===== config.mk =====
export PLATFORM = sky130hd
export DESIGN_NAME = rr_arbiter_4
export DESIGN_NICKNAME = d
export VERILOG_FILES = /design/src/rtl/rr_arbiter_4.sv
export SDC_FILE = /design/constraint.sdc
export NUM_CORES = 1
export LEC_CHECK = 0
export BUFFER_PORTS_ARGS = -buffer_cell sky130_fd_sc_hd__buf_2
export CAP_MARGIN = 5
export CORE_AREA = 2 2 39 41
export CTS_CLUSTER_SIZE = 12
export DETAILED_ROUTE_END_ITERATION = 12
export DIE_AREA = 0 0 41 43
export GPL_ROUTABILITY_DRIVEN = 0
export GPL_TIMING_DRIVEN = 0
export PLACE_DENSITY = 0.55
export SETUP_SLACK_MARGIN = 0.3
export SLEW_MARGIN = 5
export SYNTH_ARGS = -nofsm -noshare
export SYNTH_HDL_FRONTEND = slang
export SYNTH_SLANG_ARGS = --single-unit

===== constraint.sdc =====
create_clock -name clk -period 1.5 [get_ports clk]
set_input_delay 0.075 -clock clk [delete_from_list [all_inputs] [get_ports clk]]
set_output_delay 0.075 -clock clk [all_outputs]
set_load 0.005 [all_outputs]

===== src/rtl/rr_arbiter_4.sv =====
// rr_arbiter_4: four-requester round-robin arbiter with a registered
// grant index and valid flag, intended to drive a 2-to-4 decoder.
// A grant is held until the owner pulses done or drops its request.
// The scan starts one past the previous owner, so service rotates fairly.
// Optional forced release after TIMEOUT_CYCLES is compiled in with the
// macro RR_ARBITER_TIMEOUT_EN; otherwise timeout is tied low.
module rr_arbiter_4 #(
  parameter int unsigned TIMEOUT_CYCLES = 16,
  parameter int unsigned CNT_W          = 8
) (
  input  logic       clk,
  input  logic       rst,
  input  logic [3:0] req,
  input  logic       done,
  output logic [1:0] grant_idx,
  output logic       grant_valid,
  output logic       grant_pulse,
  output logic       timeout
);

  typedef enum logic {
    IDLE  = 1'b0,
    GRANT = 1'b1
  } state_t;

  state_t     state;
  state_t     state_nx;
  logic [1:0] last_idx;
  logic [1:0] last_nx;
  logic [1:0] idx_nx;
  logic       valid_nx;
  logic       pulse_nx;
  logic       timeout_nx;
  logic [1:0] winner;
  logic       release_req;
  logic       force_rel;

  // Reject parameter sets the hold counter cannot represent.
  if (TIMEOUT_CYCLES < 2 || TIMEOUT_CYCLES > 255 ||
      (64'd1 << CNT_W) <= 64'(TIMEOUT_CYCLES)) begin : g_bad_cfg
    $error("rr_arbiter_4: illegal TIMEOUT_CYCLES/CNT_W combination");
  end

  // Round-robin scan: last_idx+1 .. last_idx+3, then last_idx itself.
  always_comb begin
    logic       found;
    logic [1:0] cand;
    winner = last_idx;
    found  = 1'b0;
    cand   = '0;
    for (int unsigned k = 1; k <= 4; k++) begin
      cand = last_idx + 2'(k);
      if (!found && req[cand]) begin
        winner = cand;
        found  = 1'b1;
      end
    end
  end

`ifdef RR_ARBITER_TIMEOUT_EN
  logic [CNT_W-1:0] hold_cnt;
  logic [CNT_W-1:0] cnt_nx;

  // Hold counter: zero while idle so it reads 0 in the first grant cycle.
  always_comb begin
    cnt_nx = '0;
    if (state == GRANT) begin
      cnt_nx = hold_cnt + 1'b1;
    end
  end

  // Forced release only when no normal release happens in the same cycle.
  always_comb begin
    force_rel = (state == GRANT) && !release_req &&
                (hold_cnt == CNT_W'(TIMEOUT_CYCLES - 1));
  end

  // Hold counter register.
  always_ff @(posedge clk or posedge rst) begin
    if (rst) begin
      hold_cnt <= '0;
    end else begin
      hold_cnt <= cnt_nx;
    end
  end
`else
  // Without the timeout feature a grant may be held indefinitely.
  always_comb begin
    force_rel = 1'b0;
  end
`endif

  // Owner releases by strobing done or by withdrawing its request.
  always_comb begin
    release_req = done || !req[grant_idx];
  end

  // Next-state and next-output logic for the IDLE/GRANT machine.
  always_comb begin
    state_nx   = state;
    idx_nx     = grant_idx;
    last_nx    = last_idx;
    valid_nx   = grant_valid;
    pulse_nx   = 1'b0;
    timeout_nx = 1'b0;
    case (state)
      IDLE: begin
        // done is deliberately not examined here.
        if (req != 4'b0000) begin
          state_nx = GRANT;
          idx_nx   = winner;
          valid_nx = 1'b1;
          pulse_nx = 1'b1;
        end
      end
      GRANT: begin
        if (release_req || force_rel) begin
          state_nx   = IDLE;
          valid_nx   = 1'b0;
          last_nx    = grant_idx;
          timeout_nx = force_rel;
        end
      end
      default: begin
        state_nx = IDLE;
        valid_nx = 1'b0;
      end
    endcase
  end

  // State and output registers; every output is a flop.
  always_ff @(posedge clk or posedge rst) begin
    if (rst) begin
      state       <= IDLE;
      grant_idx   <= 2'b00;
      grant_valid <= 1'b0;
      grant_pulse <= 1'b0;
      timeout     <= 1'b0;
      last_idx    <= 2'b11;
    end else begin
      state       <= state_nx;
      grant_idx   <= idx_nx;
      grant_valid <= valid_nx;
      grant_pulse <= pulse_nx;
      timeout     <= timeout_nx;
      last_idx    <= last_nx;
    end
  end

endmodule


==> results of run 1 <==
-- synth_stat cells (2+ instances only) --
library cell / count
o22a_1: 2
mux2i_1: 2
dfstp_2: 2
nor2_1: 2
o21ai_0: 2
and3b_1: 2
o41ai_1: 2
inv_1: 2
nand2b_1: 2
dfrtp_1: 5
nor3b_1: 2
-- timing repair --
item	4_1_cts	5_1_grt
pin swaps	0	2
endpoints found under the setup margin	2	5
resized for setup	1	3
hold buffers	1	0
hold endpoints to repair	6	0
-- worst max-delay path: cells and delay by family, from the launching register on --
family             cells  cell delay (ns)
DFF                    1             0.44
AOI/OAI and AO/OA      2             0.46
muxes                  1             0.18
-- per-layer routing --
metal	GRT usage	part of all wire
met1	0.209	0.54
met2	0.178	0.41
met3	0.0157	0.051
met4	0.0600	0
met5	0	0
-- path summary, 6_finish.rpt --
path                                      endpoint  slack [ns]  depth (start not counted)
hold / removal             last_idx[0]$_DFFE_PP1P_        0.20                          3
max in group asynchronous  last_idx[1]$_DFFE_PP1P_        0.94                          3
setup reg to reg           grant_valid$_DFFE_PP0P_        0.36                          3
hold reg to reg            grant_valid$_DFFE_PP0P_        0.49                          1
setup / recovery           grant_valid$_DFFE_PP0P_        0.36                          3
min in group asynchronous    grant_pulse$_DFF_PP0_        0.29                          3
-- flip-flops by register name, summed over array words and instances (netlist names) --
| signal | flops |
|---|---|
| grant_idx | 2 |
| last_idx | 2 |
| grant_pulse | 1 |
| grant_valid | 1 |
| state | 1 |
-- report_power, final --
group          total [mW]  internal [mW]  switching [mW]
clock               0.171         0.0975          0.0739
combinational       0.416          0.242           0.175
sequential          0.452          0.313           0.139
total                1.04          0.652           0.387
-- cells by family after synthesis --
family | after synthesis
flops | 7
compound gates | 14
simple gates | 15
mux | 2
buf+inv | 4
other cells | 1
-- metrics by stage --
stage               area (um^2)  hold slack, ns  power (mW)
floorplan                   464          -0.123       0.711
global placement            534          0.0146       0.856
detailed placement          534          0.0199       0.853
CTS                         576           0.198        1.04
global route                579           0.217        1.13
finish                      579           0.202        1.04
-- area by class of cell --
type / instances / area (um^2)
Timing Repair Buffer: 11 / 60.1
Fill cell: 164 / 805
Sequential cell: 7 / 181
Buffer: 1 / 7.51
Inverter: 3 / 11.3
Clock inverter: 1 / 5.00
Tap cell: 16 / 20.0
Clock buffer: 3 / 22.5
Multi-Input combinational cell: 32 / 272
==> results.sh, run 1 <==
export IMPL_hold_viol=0
export IMPL_setup_viol=0
export IMPL_synth_top_cell_by_area="dfrtp_1"
export IMPL_via_count=388
export IMPL_utilization=0.419
export IMPL_ys_seq_area_frac=0.383
export IMPL_synthXorXnorAreaFrac=0
export IMPL_diodes=0
export IMPL_core_um2=1380
export IMPL_track_usage=0.134
export IMPL_postSynthAreaPerCell_um2=10.8
export IMPL_min_period_over_period=0.757
export IMPL_slowest_delay_ns=0.44
export IMPL_power_density_nw_per_um2=1790
export IMPL_path_cells="mux2i_2 -> o31ai_4 -> o22a_1"
export IMPL_wl_per_cell_um=12.9
export IMPL_io_buffer_count=10
export IMPL_critPathRequiredTime_ns=1.70
export IMPL_synth_nets=50
export IMPL_ir_drop_v=0.000742
export IMPL_cts_buffers_inserted=3
export IMPL_crit_start="grant_idx[0]$_DFFE_PP0P_"
export IMPL_dieHeight_um=43
export IMPL_fmax_ghz=0.880
export IMPL_final_cell_count_no_fill=74
export IMPL_synth_top_family_by_area="compound AO/OA/AOI/OAI gates"
export IMPL_synth_top_area_share=0.270
export IMPL_htreeDepth=1
export IMPL_ys_flop_type="dfrtp_1"
export IMPL_overflow=0
export IMPL_die_area_um2=1760
export IMPL_cts_sinks=7
export IMPL_grt_start_max_net_pins=10
export IMPL_setup_tns_final_ns=0
export IMPL_start_kind="flip-flop"
export IMPL_netlist_area_um2=464
export IMPL_post_cts_buffers=0
export IMPL_r2r_start="grant_idx[0]$_DFFE_PP0P_"
export IMPL_drc=0
export IMPL_antenna_found_initial=0
export IMPL_criticalPathCategory="reg2reg"
export IMPL_status="completed"
export IMPL_syn_inst=43
export IMPL_synth_simple_gate_area_frac=0.251
export IMPL_vias_per_cell=5.24
export IMPL_worst_clock_skew_ns=0.00302
export IMPL_muxShareOfSynthArea=0.0431
export IMPL_area_growth_syn_to_layout_pct=24.8
export IMPL_clockBufferDepth=2
export IMPL_io_pins=12
export IMPL_hpwl_um=732
export IMPL_grt_setup_unrepaired="yes"
export IMPL_first_pass_iters=4
export IMPL_dp_cells=69
export IMPL_worstHoldPathType="in2reg"
export IMPL_synth_compound_area_frac=0.275
export IMPL_ys_seq_elements=7
export IMPL_yosysWarnings=0
export IMPL_cts_tree="built"
export IMPL_mostFrequentLayoutCells="10 x buf_2, 3 x clkbuf_4, 3 x dfrtp_2"
export IMPL_synth_edff_count=0
export IMPL_worstSetupEndpointType="flip-flop"
export IMPL_path_max_fanout=5
export IMPL_maxCapViolCount=0
export IMPL_ant_nets=0
export IMPL_period_needed_ns=1.14
export IMPL_synth_area_top_cells="dfrtp_1 27%, dfstp_2 11%, nor4_4 4.6%, o31ai_4 4.6%, mux2i_1 4.3%"
export IMPL_rows=14
export IMPL_yosysUniqueCellTypes=29
export IMPL_ys_async_sr_fraction=1.00
export IMPL_grt_pass1_wl_mm=1.59
export IMPL_min_delay_start="req[3]"
export IMPL_start_util=0.335
export IMPL_die_x_um=41
export IMPL_routed_wl_um=958
export IMPL_clkTransAtPathRegs_ns=0.06
export IMPL_fin_ws_ns=0.364
export IMPL_final_common_cell="buf_2"
export IMPL_cp_arrival_ns=1.33
export IMPL_drv_slew=0
export IMPL_cts_root_buf="clkbuf_4"
export IMPL_place_ws_ns=0.283
export IMPL_drive_above_1_share=0.466
export IMPL_drt_iter0_drc=11
export IMPL_crit_slowest_cell="dfrtp_2"
export IMPL_p_leak_nw=0.263
export IMPL_synth_adder_area_share=0
export IMPL_grt_pass1_vias=358
export IMPL_clock_latency_ns=0.25
export IMPL_nets=66
Power figures use the tool's default switching activity.
==> run 2, diff against run 1 <==
clock period = 1.15 ns   (was 1.5 ns; I/O delays follow)
==> run 2 against run 1 <==
  * Largest power group is now combinational logic
  * Flip-flop and latch count unchanged
  * Global-route usage increased by 1.6 points
  * Clock skew increased by 0.0040 ns
  * Critical endpoint unchanged
==> results.sh, run 2 (same netlist as run 1, synthesis figures left out) <==
export IMPL_worstSetupEndpointType="flip-flop"
export IMPL_cts_root_buf="clkbuf_4"
export IMPL_cts_tree="built"
export IMPL_min_period_over_period=0.956
export IMPL_mostFrequentLayoutCells="10 x buf_2, 5 x buf_4, 3 x clkbuf_4, 3 x dfrtp_2"
export IMPL_htreeDepth=1
export IMPL_critPathRequiredTime_ns=1.35
export IMPL_cts_buffers_inserted=3
export IMPL_drive_above_1_share=0.613
export IMPL_cp_arrival_ns=1.30
export IMPL_start_kind="flip-flop"
export IMPL_fmax_ghz=0.910
export IMPL_r2r_start="grant_idx[0]$_DFFE_PP0P_"
export IMPL_antenna_found_initial=0
export IMPL_nets=70
export IMPL_r2r_slack_ns=0.05
export IMPL_setup_viol=0
export IMPL_hold_slack_ns=0.189
export IMPL_slowest_delay_ns=0.43
export IMPL_largest_registers="grant_idx (2), last_idx (2)"
export IMPL_place_area_um2=549
export IMPL_vias_per_cell=4.87
export IMPL_period_needed_ns=1.10
export IMPL_track_usage=0.150
export IMPL_overflow=0
export IMPL_fin_area_um2=651
export IMPL_seqCellArea_um2=181
export IMPL_clock_latency_ns=0.25
export IMPL_hold_end="last_idx[0]$_DFFE_PP1P_"
export IMPL_utilization=0.470
export IMPL_drt_iter0_drc=3
export IMPL_core_um2=1380
export IMPL_grt_setup_unrepaired="yes"
export IMPL_power_density_nw_per_um2=2390
export IMPL_dieHeight_um=43
export IMPL_hpwl_um=732
export IMPL_area_growth_syn_to_layout_pct=40.2
export IMPL_ant_nets=0
export IMPL_routed_wl_mm=1.00
export IMPL_grt_start_max_net_pins=9
export IMPL_grt_pass1_wl_mm=1.70
export IMPL_path_max_fanout=4
export IMPL_io_pins=12
export IMPL_worstHoldPathType="in2reg"
export IMPL_first_pass_iters=2
export IMPL_hold_viol=0
export IMPL_worst_clock_skew_ns=0.00706
export IMPL_die_x_um=41
export IMPL_clkTransAtPathRegs_ns=0.06
export IMPL_diodes=0
export IMPL_wl_per_cell_um=12.9
export IMPL_drc=0
export IMPL_ff2ff_path_depth=3
export IMPL_grt_pass1_vias=368
export IMPL_final_common_cell="buf_2"
export IMPL_rows=14
export IMPL_ir_drop_v=0.00121
export IMPL_crit_slowest_cell="dfrtp_2"
export IMPL_maxCapViolCount=0
export IMPL_clockBufferDepth=2
export IMPL_status="completed"
export IMPL_hold_depth=3
export IMPL_criticalPathCategory="reg2reg"
export IMPL_die_area_um2=1760
export IMPL_via_count=380
export IMPL_multiInputGateArea_um2=313
export IMPL_io_buffer_count=10
export IMPL_power_total_mw=1.56
export IMPL_r2r_end="grant_valid$_DFFE_PP0P_"
export IMPL_drv_slew=0
export IMPL_min_delay_start="req[3]"
export IMPL_fillerInstances=135
export IMPL_cts_sinks=7
export IMPL_path_cells="mux2i_2 -> o31ai_4 -> o22a_1"
export IMPL_start_util=0.335
export IMPL_p_leak_nw=0.303
-- run 2: changes by cell type in the layout (fill, tap and decap cells not counted), sizes merged --
cell	before	now
buf	11	15
-- run 2: metrics by stage --
step / setup TNS [ns] / setup slack [ns] / std cells
detailed placement: -0.0529 / -0.0466 / 69
CTS: 0 / 0.0377 / 77
global route: -0.00981 / -0.00981 / 78
global placement: -0.0493 / -0.0438 / 69
finish: 0 / 0.0507 / 78
floorplan: 0 / 0.0271 / 43
-- run 2: power breakdown --
part / switching [mW] / internal, mW / total [mW]
clock network: 0.0966 / 0.127 / 0.224
logic: 0.298 / 0.450 / 0.748
registers: 0.177 / 0.408 / 0.585
total: 0.571 / 0.986 / 1.56
-- run 2: layout make-up --
cell class	count	area share
flip-flops and latches	7	0.279
multi-input cells	32	0.481
well taps	16	0.0308
inverters	3	0.0173
clock inverters	1	0.00769
repair buffers	15	0.138
clock buffers	3	0.0346
plain buffers	1	0.0115
-- run 2: worst max-delay path by stage --
stage	slack [ns]	to	start
6_report	0.05	grant_valid$_DFFE_PP0P_	grant_idx[0]$_DFFE_PP0P_
5_1_grt	-0.01	grant_valid$_DFFE_PP0P_	grant_idx[0]$_DFFE_PP0P_
3_3_place_gp	-0.04	grant_valid$_DFFE_PP0P_	grant_idx[0]$_DFFE_PP0P_
2_1_floorplan	0.03	grant_valid$_DFFE_PP0P_	grant_idx[0]$_DFFE_PP0P_
3_5_place_dp	-0.05	grant_valid$_DFFE_PP0P_	grant_idx[0]$_DFFE_PP0P_
4_1_cts	0.04	grant_valid$_DFFE_PP0P_	grant_idx[0]$_DFFE_PP0P_
-- run 2: metal layers --
layer	GRT usage	share of wire	routed length [um]	vias to the layer above
met1	0.191	0.47	476	176
met4	0.0400	0	0	0
met2	0.216	0.50	502	5
met5	0	0	0	-
li1	-	-	-	199
met3	0.0785	0.024	24	0
-- run 2: what timing repair did --
item	in CTS	in global routing
gates resized for setup	7	1
buffers inserted	3	1
cloned	0	0
setup endpoints to repair	8	9
hold buffers	1	0
pin swaps	3	0
endpoints found under the hold margin	7	0
-- run 2: critical path, delay by kind of cell (launching register included) --
kind | cells | cell delay (ns)
AOI/OAI and AO/OA | 2 | 0.44
muxes | 1 | 0.17
DFF | 1 | 0.43
